===== src/rtl/star_pkg.sv =====
// Shared definitions for the star-collection controller: coordinate width,
// default box sizes, FSM encoding and packed-bus slot extraction.
package star_pkg;

  localparam int COORD_W       = 10;
  localparam int MAX_STARS     = 8;
  localparam int STAR_SIZE_DEF = 12;
  localparam int CHAR_SIZE_DEF = 12;

  typedef enum logic [1:0] {
    IDLE = 2'd0,
    SCAN = 2'd1,
    DONE = 2'd2
  } star_state_e;

  // Buses are zero-extended to MAX_STARS slots so one helper serves every build
  function automatic logic [COORD_W-1:0] slot_coord(
    input logic [COORD_W*MAX_STARS-1:0] bus,
    input logic [2:0]                   idx
  );
    slot_coord = bus[int'(idx)*COORD_W +: COORD_W];
  endfunction

endpackage


===== src/rtl/star_aabb_overlap.sv =====
// Combinational bounding-box overlap test between the character and one star,
// evaluated at 11 bits so boxes near the 1023 edge never wrap.
module star_aabb_overlap
  import star_pkg::*;
#(
  parameter int STAR_SIZE = STAR_SIZE_DEF,
  parameter int CHAR_SIZE = CHAR_SIZE_DEF
) (
  input  logic [COORD_W-1:0] c_x,
  input  logic [COORD_W-1:0] c_y,
  input  logic [COORD_W-1:0] s_x,
  input  logic [COORD_W-1:0] s_y,
  output logic               hit
);

  // Either the near or the far edge of the character lies within the star span
  function automatic logic axis_hit(input logic [COORD_W:0] c, input logic [COORD_W:0] s);
    logic [COORD_W:0] s_far;
    logic [COORD_W:0] c_far;
    s_far = s + (COORD_W+1)'(STAR_SIZE);
    c_far = c + (COORD_W+1)'(CHAR_SIZE);
    axis_hit = ((c >= s) && (c <= s_far)) || ((c_far >= s) && (c_far <= s_far));
  endfunction

  assign hit = axis_hit({1'b0, c_x}, {1'b0, s_x}) & axis_hit({1'b0, c_y}, {1'b0, s_y});

endmodule


===== src/rtl/star_collect_ctrl.sv =====
// Per-frame star collection: scans every slot through one shared overlap unit,
// retires touched stars, pulses a collect event and keeps the collected count.
module star_collect_ctrl
  import star_pkg::*;
#(
  parameter int NUM_STARS = 4,
  parameter int STAR_SIZE = STAR_SIZE_DEF,
  parameter int CHAR_SIZE = CHAR_SIZE_DEF,
  parameter int CNT_W     = 4
) (
  input  logic                         sys_clk,
  input  logic                         RST,
  input  logic                         frame_tick,
  input  logic                         level_restart,
  input  logic [COORD_W-1:0]           char_X,
  input  logic [COORD_W-1:0]           char_Y,
  input  logic [COORD_W-1:0]           bg_pos,
  input  logic [COORD_W*NUM_STARS-1:0] star_pos_x,
  input  logic [COORD_W*NUM_STARS-1:0] star_pos_y,
  output logic [NUM_STARS-1:0]         star_en,
  output logic [COORD_W*NUM_STARS-1:0] star_scr_x,
  output logic                         collect_pulse,
  output logic [2:0]                   collect_idx,
  output logic [CNT_W-1:0]             star_count,
  output logic                         all_collected,
  output logic                         scan_busy
);

  localparam logic [2:0]       LAST_IDX = 3'(NUM_STARS-1);
  localparam logic [CNT_W-1:0] CNT_MAX  = {CNT_W{1'b1}};

  star_state_e                  state_r, state_nxt_s;
  logic [2:0]                   idx_r, idx_nxt_s;
  logic [COORD_W-1:0]           snap_x_r, snap_x_nxt_s;
  logic [COORD_W-1:0]           snap_y_r, snap_y_nxt_s;
  logic [NUM_STARS-1:0]         star_en_r, star_en_nxt_s;
  logic [NUM_STARS-1:0]         slot_sel_s;
  logic                         pulse_r, pulse_nxt_s;
  logic [2:0]                   cidx_r, cidx_nxt_s;
  logic [CNT_W-1:0]             count_r, count_nxt_s;
  logic                         all_r, all_nxt_s;
  logic                         busy_r, busy_nxt_s;
  logic [COORD_W*MAX_STARS-1:0] pos_x_ext_s, pos_y_ext_s;
  logic [COORD_W-1:0]           cur_sx_s, cur_sy_s;
  logic                         overlap_s, cur_en_s, hit_s, last_slot_s;

  // Widen the packed position buses to the fixed width the slot helper expects
  always_comb begin
    pos_x_ext_s = {(COORD_W*MAX_STARS){1'b0}};
    pos_y_ext_s = {(COORD_W*MAX_STARS){1'b0}};
    pos_x_ext_s[COORD_W*NUM_STARS-1:0] = star_pos_x;
    pos_y_ext_s[COORD_W*NUM_STARS-1:0] = star_pos_y;
  end

  assign cur_sx_s = slot_coord(pos_x_ext_s, idx_r);
  assign cur_sy_s = slot_coord(pos_y_ext_s, idx_r);

  star_aabb_overlap #(
    .STAR_SIZE (STAR_SIZE),
    .CHAR_SIZE (CHAR_SIZE)
  ) u_overlap (
    .c_x (snap_x_r),
    .c_y (snap_y_r),
    .s_x (cur_sx_s),
    .s_y (cur_sy_s),
    .hit (overlap_s)
  );

  // One-hot select of the slot under test and its current enable
  always_comb begin
    slot_sel_s = {NUM_STARS{1'b0}};
    for (int i = 0; i < NUM_STARS; i++) begin
      slot_sel_s[i] = (idx_r == 3'(i));
    end
    cur_en_s = |(star_en_r & slot_sel_s);
  end

  assign hit_s       = overlap_s & cur_en_s & (state_r == SCAN);
  assign last_slot_s = (idx_r == LAST_IDX);

  // Screen position is plain modular subtraction; culling happens downstream
  for (genvar g = 0; g < NUM_STARS; g++) begin : g_scr
    assign star_scr_x[g*COORD_W +: COORD_W] = star_pos_x[g*COORD_W +: COORD_W] - bg_pos;
  end

  // Next-state, table update and event generation
  always_comb begin
    state_nxt_s   = state_r;
    idx_nxt_s     = idx_r;
    snap_x_nxt_s  = snap_x_r;
    snap_y_nxt_s  = snap_y_r;
    star_en_nxt_s = star_en_r;
    pulse_nxt_s   = 1'b0;
    cidx_nxt_s    = cidx_r;
    count_nxt_s   = count_r;
    if (level_restart) begin
      state_nxt_s   = IDLE;
      idx_nxt_s     = 3'd0;
      star_en_nxt_s = {NUM_STARS{1'b1}};
      count_nxt_s   = {CNT_W{1'b0}};
    end else begin
      case (state_r)
        IDLE: begin
          if (frame_tick) begin
            state_nxt_s  = SCAN;
            idx_nxt_s    = 3'd0;
            snap_x_nxt_s = char_X;
            snap_y_nxt_s = char_Y;
          end else begin
            state_nxt_s = IDLE;
          end
        end
        SCAN: begin
          if (hit_s) begin
            star_en_nxt_s = star_en_r & ~slot_sel_s;
            pulse_nxt_s   = 1'b1;
            cidx_nxt_s    = idx_r;
            if (count_r != CNT_MAX) begin
              count_nxt_s = count_r + {{(CNT_W-1){1'b0}}, 1'b1};
            end else begin
              count_nxt_s = count_r;
            end
          end else begin
            pulse_nxt_s = 1'b0;
          end
          if (last_slot_s) begin
            state_nxt_s = DONE;
          end else begin
            idx_nxt_s = idx_r + 3'd1;
          end
        end
        DONE:    state_nxt_s = IDLE;
        default: state_nxt_s = IDLE;
      endcase
    end
    all_nxt_s  = (star_en_nxt_s == {NUM_STARS{1'b0}});
    busy_nxt_s = (state_nxt_s == SCAN);
  end

  // State and output registers with synchronous reset
  always_ff @(posedge sys_clk) begin
    if (RST) begin
      state_r   <= IDLE;
      idx_r     <= 3'd0;
      snap_x_r  <= {COORD_W{1'b0}};
      snap_y_r  <= {COORD_W{1'b0}};
      star_en_r <= {NUM_STARS{1'b1}};
      pulse_r   <= 1'b0;
      cidx_r    <= 3'd0;
      count_r   <= {CNT_W{1'b0}};
      all_r     <= 1'b0;
      busy_r    <= 1'b0;
    end else begin
      state_r   <= state_nxt_s;
      idx_r     <= idx_nxt_s;
      snap_x_r  <= snap_x_nxt_s;
      snap_y_r  <= snap_y_nxt_s;
      star_en_r <= star_en_nxt_s;
      pulse_r   <= pulse_nxt_s;
      cidx_r    <= cidx_nxt_s;
      count_r   <= count_nxt_s;
      all_r     <= all_nxt_s;
      busy_r    <= busy_nxt_s;
    end
  end

  assign star_en       = star_en_r;
  assign collect_pulse = pulse_r;
  assign collect_idx   = cidx_r;
  assign star_count    = count_r;
  assign all_collected = all_r;
  assign scan_busy     = busy_r;

endmodule


===== config.mk =====
export PLATFORM = sky130hd
export DESIGN_NAME = star_collect_ctrl
export DESIGN_NICKNAME = d
export VERILOG_FILES = /design/src/rtl/star_pkg.sv /design/src/rtl/star_aabb_overlap.sv /design/src/rtl/star_collect_ctrl.sv
export SDC_FILE = /design/constraint.sdc
export NUM_CORES = 1
export LEC_CHECK = 0
export ABC_AREA = 1
export CORE_ASPECT_RATIO = 0.7
export CORE_MARGIN = 10
export CORE_UTILIZATION = 31
export CTS_CLUSTER_DIAMETER = 50
export DETAILED_ROUTE_END_ITERATION = 6
export PLACE_DENSITY = 0.55
export SLEW_MARGIN = 40
export SYNTH_ARGS = -nofsm -noshare
export SYNTH_HDL_FRONTEND = slang
export SYNTH_SLANG_ARGS = --single-unit

===== constraint.sdc =====
create_clock -name sys_clk -period 6.3 [get_ports sys_clk]
set_clock_uncertainty 0.2 [all_clocks]
set_input_delay 1.26 -clock sys_clk [delete_from_list [all_inputs] [get_ports sys_clk]]
set_output_delay 1.26 -clock sys_clk [all_outputs]
set_load 0.02 [all_outputs]

==> results.ini, run 1 <==
[setup_path]
crit_top_cell = nor2_1
cpMaxStageDelayCell = clkdlybuf4s50_1
crit_fanout = 4
path_buf_inv = 5
crit_cells = 18
reg2reg_from = idx_r[0]
cp.arrival_ns = 4.43
crit_family = buffers and inverters
worstRegToRegCells = 26
path_cells = clkdlybuf4s50_1, inv_1, ha_1, a21oi_1, o21ai_0, a21oi_1, inv_1, a21oi_1, nor2_1, nor2_1, inv_1, a21oi_1, nor2_1, nor2_1, nor2_1, nor2_1, xor2_1, clkdlybuf4s50_1
critPathKind = in -> out
required_ns = 4.84
startpoint = bg_pos[2]
slowest_delay_ns = 0.63
r2r_slack_ns = 1.54
end_kind = output port
worstSetupStartpointType = input port

[placed_design]
portBuffers = 167
dp_hpwl_mm = 18.6
gp_congestion = 0.938

[yosys]
async_flop_share = 0
ys_types = 50
syn-instance-count = 949
yosysWarnings = 0
yosys_most_used_dff = dfxtp_1
synth_nets = 1175
yosysTopAreaCellShare = 0.221
syn_area_mm2 = 0.00611
synth_enable_flop_cells = 0
yosysMostFrequentCell = nand2_1
ys_seq_area_frac = 0.128
post-synth-top-area-cell = ha_1
synthTopCellsByArea = ha_1, dfxtp_1, nand2_1
avgSynthCellArea_um2 = 6.44
synth_commonest_cells = nand2_1, inv_1, ha_1
ys_seq_elements = 39

[clock_network]
path_clk_slew_ns = 0.07
ctsHtreeMaxLevel = 2
post-cts-setup-buffers = 0
ctsHoldBuffers = 0
insertion_delay_ns = 0.29
clk_path_buf_depth = 2
cts_sinks = 39
cts_made_buffers = 5
root_buffer = clkbuf_16
cts_tree = done
cts_resized = 0

[power_and_ir_drop]
peakVddDrop_mv = 0.0940
power_uw = 1250
cellPowerDensity_mw_per_mm2 = 153
leakagePower_uw = 0.00402

[floorplan]
rows = 42
core_region_area_mm2 = 0.0191
dieArea_mm2 = 0.0258
die_w_um = 188
fp.dieH_um = 137
initial_core_util = 0.319
io_pins = 168

[route]
drt-total-wl_mm = 22.4
first_pass_iters = 5
vias_per_cell = 4.74
vias = 6505
dr.first_iter.drc_count = 298
wire_per_inst_um = 16.3
drc_errors = 0
drtAntennaViolNets = 0

[grt]
antenna_found_initial = 0
grt_pass1_vias = 6360
grt_max_degree = 41
overflow = 0
grt_pass1_wl_mm = 35.0
track_usage = 0.170

[timing]
finalSetupTns_ns = 0
slew_headroom = 0.547
max_freq_mhz = 170
fin_crit_ns = 5.89
rsz0062_at_grt = false
finalCritPeriodShare = 0.934
hold_violations = 0
drv_slew = 0
setup-violations-final = 0
tightestPinTransition_ns = 0.679

[cells_and_area]
multiInputGateArea_mm2 = 0.00464
n_antenna_cell = 0
seqCellArea_um2 = 782
layout.nets = 1332
area_delta_synth_final_pct = 34.0
drive_gt1_frac = 0.0397
fill_cells = 2059

[min_path]
holdPathStages = 2
min_path_type = reg -> reg
hp-start = snap_y_r[0]

[job]
cap_viol_max_count = 0

[status]
outcome = finished, final reports clean

[kinds of logic after synthesis]
group,after synthesis,synth area share
xor gates and xnor gates,54,0.0774
AOI/OAI and AO/OA,159,0.145
DFF,39,0.128
and+or+nand+nor,419,0.303
buffers and inverters,166,0.113
adders and majority gates,112,0.234
[report_power, final]
part | switching (µW) | total, µW | internal, µW | leakage [µW]
registers | 14.4 | 271 | 256 | 0.000319
clock network | 112 | 312 | 199 | 0.0000875
logic | 371 | 670 | 299 | 0.00362
[sequential cells by signal, summed over array words and instances, names as in the netlist, 2 cells and up]
name         flops
snap_y_r        10
collect_idx      3
state_r          2
star_count       4
snap_x_r        10
star_en          4
idx_r            3
[worst register-to-register path, delay by kind of cell (launching register included)]
family	cells	cell delay (ns)
xor gates and xnor gates	1	0.24
adders and majority gates	2	0.50
AOI/OAI and AO/OA	4	0.58
buffers and inverters	3	0.64
DFF	1	0.67
and+or+nand+nor	16	1.87
[routing by layer]
metal	wire length (µm)	GRT usage
met5	0	0
met4	109	0.0168
met3	1780	0.0568
met2	9240	0.264
met1	11200	0.232
[worst paths after layout]
path | end
worst min-delay path | snap_y_r[0]
worst min register to register | snap_y_r[0]
worst max-delay path | star_scr_x[29]
worst max register to register | star_count[0]
[layout by cell type, fill, tap and decap left out, drive strengths merged, types with 2 or more instances in the layout]
cell           Yosys  routed
xnor2             11      11
o21bai             5       5
o211ai             4       4
a21boi             2       2
fa                 4       4
nand3             83      83
nor4               3       3
clkbuf             9       6
o21ai             53      53
nand4             20      20
nand2            200     200
a31oi              3       3
a21o               3       3
a21oi             81      81
inv              141     142
nand3b             4       4
clkdlybuf4s50      0     167
nor2              96      96
ha               108     108
xor2              43      43
nor3              11      11
buf               15       7
dfxtp             39      39
[area by class of cell]
class                      instances  share of cell area
tap                              264              0.0403
inverter                         142              0.0654
multi-input combinational        744               0.567
clock inverter                     2             0.00474
timing repair buffer             174               0.211
sequential                        39              0.0955
clock buffer                       6              0.0170
[per-stage QoR]
stage               hold WS, ns  instances  instance area (µm²)   util  setup WS [ns]
finish                    0.266       1371                 8190  0.428          0.414
global route              0.307       1371                 8190  0.428         0.0547
CTS                       0.272       1371                 8190  0.428          0.411
detailed placement        0.258       1363                 8010  0.419          0.435
global placement          0.251       1363                 8010  0.419          0.437
floorplan                 0.235        949                 6110      -           1.59
No activity file was read; power rests on OpenSTA's default activity.
==> inputs of run 2 (changes only) <==
Settings changed: ABC_AREA 1 to unset, SYNTH_HIERARCHICAL set to 1.
==> run 2 against run 1 <==
Sequential share of layout area about the same. Combinational power decreased by 2%. Via count decreased by 8.5%.
==> results.ini, run 2 <==
[clock_network]
cts_sinks = 39
insertion_delay_ns = 0.30
clk_path_buf_depth = 2
ctsHtreeMaxLevel = 2
path_clk_slew_ns = 0.07
ctsHoldBuffers = 0
cts_tree = done
cts_resized = 0
post-cts-setup-buffers = 0
root_buffer = clkbuf_16
cts_made_buffers = 5

[route]
top_layer_used = met4
dr.first_iter.drc_count = 410
wl_met3_mm = 1.58
met2_length_mm = 8.34
first_pass_iters = 5
drt-total-wl_mm = 21.1
vias_per_cell = 5.10
drc_errors = 0
drtAntennaViolNets = 0
vias = 5954
m1WireLength_mm = 11.1
wire_per_inst_um = 18.0

[cells_and_area]
layout.nets = 1126
top_regs = snap_x_r x10, snap_y_r x10
n_antenna_cell = 0
final_cell_mix = clkdlybuf4s50_1, ha_1, nand2_1, nor2_1, inv_1
seqCellArea_um2 = 782
fill_cells = 1934
multiInputGateArea_mm2 = 0.00497
final_common_cell = clkdlybuf4s50_1
area_delta_synth_final_pct = 35.0
drive_gt1_frac = 0.0676

[setup_path]
crit_fanout = 7
crit_top_cell = ha_1
required_ns = 6.32
cp.arrival_ns = 5.75
slowest_delay_ns = 0.50
critPathKind = in -> reg
path_buf_inv = 3
path_cells = clkdlybuf4s50_1, mux4_2, and2_1, inv_1, ha_1, nor2_1, xnor2_1, ha_1, a41o_1, maj3_2, o21ai_0, nand2_1, a32o_1, a22oi_1, nand3b_1, a211oi_4, buf_4, a41oi_1, a211oi_1
cpMaxStageDelayCell = mux4_2
end_kind = flip-flop
worstSetupStartpointType = input port
crit_family = compound AO/OA/AOI/OAI gates

[yosys]
synth_enable_flop_cells = 0
ys_types = 67
yosys_most_used_dff = dfxtp_1
synthTopCellsByArea = ha_1, dfxtp_1, mux4_2
yosysTopAreaCellShare = 0.218
async_flop_share = 0
synth_commonest_cells = ha_1, nand2_1, nor2_1
avgSynthCellArea_um2 = 8.19
synth_nets = 968
ys_seq_area_frac = 0.128
syn-instance-count = 744
post-synth-top-area-cell = ha_1
yosysWarnings = 6
ys_seq_elements = 39
yosysMostFrequentCell = ha_1
syn_area_mm2 = 0.00609

[timing]
hold_violations = 0
max_freq_mhz = 175
finalSetupTns_ns = 0
finalCritPeriodShare = 0.909
drv_slew = 0
fin_crit_ns = 5.73
setup-violations-final = 0
slew_headroom = 0.516
rsz0062_at_grt = false
tightestPinTransition_ns = 0.708

[floorplan]
die_w_um = 188
io_pins = 168
initial_core_util = 0.319
rows = 42
fp.dieH_um = 137
core_region_area_mm2 = 0.0191
dieArea_mm2 = 0.0258

[power_and_ir_drop]
p_int_uw = 760
power_frac_seq = 0.219
peakVddDrop_mv = 0.0925
power_uw = 1230
power.switching_uw = 468
cellPowerDensity_mw_per_mm2 = 149
leakagePower_uw = 0.00348
p_sw_frac = 0.381
clkPwrFrac = 0.248
combinationalPowerShare = 0.533

[grt]
track_usage = 0.157
overflow = 0
grt_max_degree = 26
antenna_found_initial = 0
grt_pass1_vias = 5684
grt_pass1_wl_mm = 32.5

[status]
outcome = finished, final reports clean

[job]
cap_viol_max_count = 0

[placed_design]
portBuffers = 167
gp_congestion = 0.910
dp_hpwl_mm = 17.9

[min_path]
min_path_type = reg -> reg

-- run 2: path summary, 6_finish.rpt --
| path | start | end | slack [ns] | cells after the start |
|---|---|---|---|---|
| setup reg to reg | idx_r[0] | star_count[3] | 1.24 | 19 |
| setup / recovery | star_pos_x[23] | star_count[3] | 0.57 | 19 |
| hold reg to reg | snap_x_r[0] | snap_x_r[0] | 0.26 | 2 |
| hold / removal | snap_x_r[0] | snap_x_r[0] | 0.26 | 2 |
-- run 2: cell families (layout without fill, tap and decap cells) --
family | count (synthesis) | count (layout) | share of synthesized area
AOI/OAI and AO/OA | 173 | 173 | 0.203
and+or+nand+nor | 242 | 242 | 0.193
DFF | 39 | 39 | 0.128
xor gates and xnor gates | 67 | 67 | 0.106
buffers and inverters | 88 | 247 | 0.0569
muxes | 23 | 23 | 0.0788
adders and majority gates | 112 | 112 | 0.234
-- run 2: layout make-up --
class	instances	area share
timing repair buffer	174	0.210
clock buffer	5	0.0152
clock inverter	3	0.00563
sequential	39	0.0951
inverter	65	0.0297
multi-input combinational	617	0.605
tap	264	0.0402
-- run 2: per-layer routing --
layer,track usage,vias to the layer above
li1,-,2999
met4,0.00930,0
met3,0.0437,4
met5,0,-
met2,0.217,182
met1,0.241,2769
-- run 2: per-stage QoR --
stage	utilization	area (µm²)	setup WS, ns	hold slack, ns	instances
2_1_floorplan	-	6090	1.20	0.236	744
4_1_cts	0.430	8220	0.575	0.266	1167
6_report	0.430	8220	0.572	0.261	1167
5_1_grt	0.430	8220	0.216	0.293	1167
3_5_place_dp	0.421	8050	0.250	0.257	1159
3_3_place_gp	0.421	8050	0.394	0.246	1159
-- run 2: power groups by stage --
stage                     combinational, µW  clock [µW]  sequential [µW]
after floorplan                         385           0              267
after global placement                  652           0              274
after detailed placement                647           0              274
after CTS                               654         314              268
after global routing                    711         322              270
final                                   655         305              268
-- run 2: worst reg2reg max path: cells and delay by family, from the launching register on --
kind	cells	cell delay (ns)
flip-flops	1	0.47
adder cells (fa/ha/maj)	3	0.82
buffers and inverters	3	0.61
AO/OA/AOI/OAI	7	1.51
multiplexers	1	0.53
XOR/XNOR	1	0.22
AND/OR/NAND/NOR	4	0.61
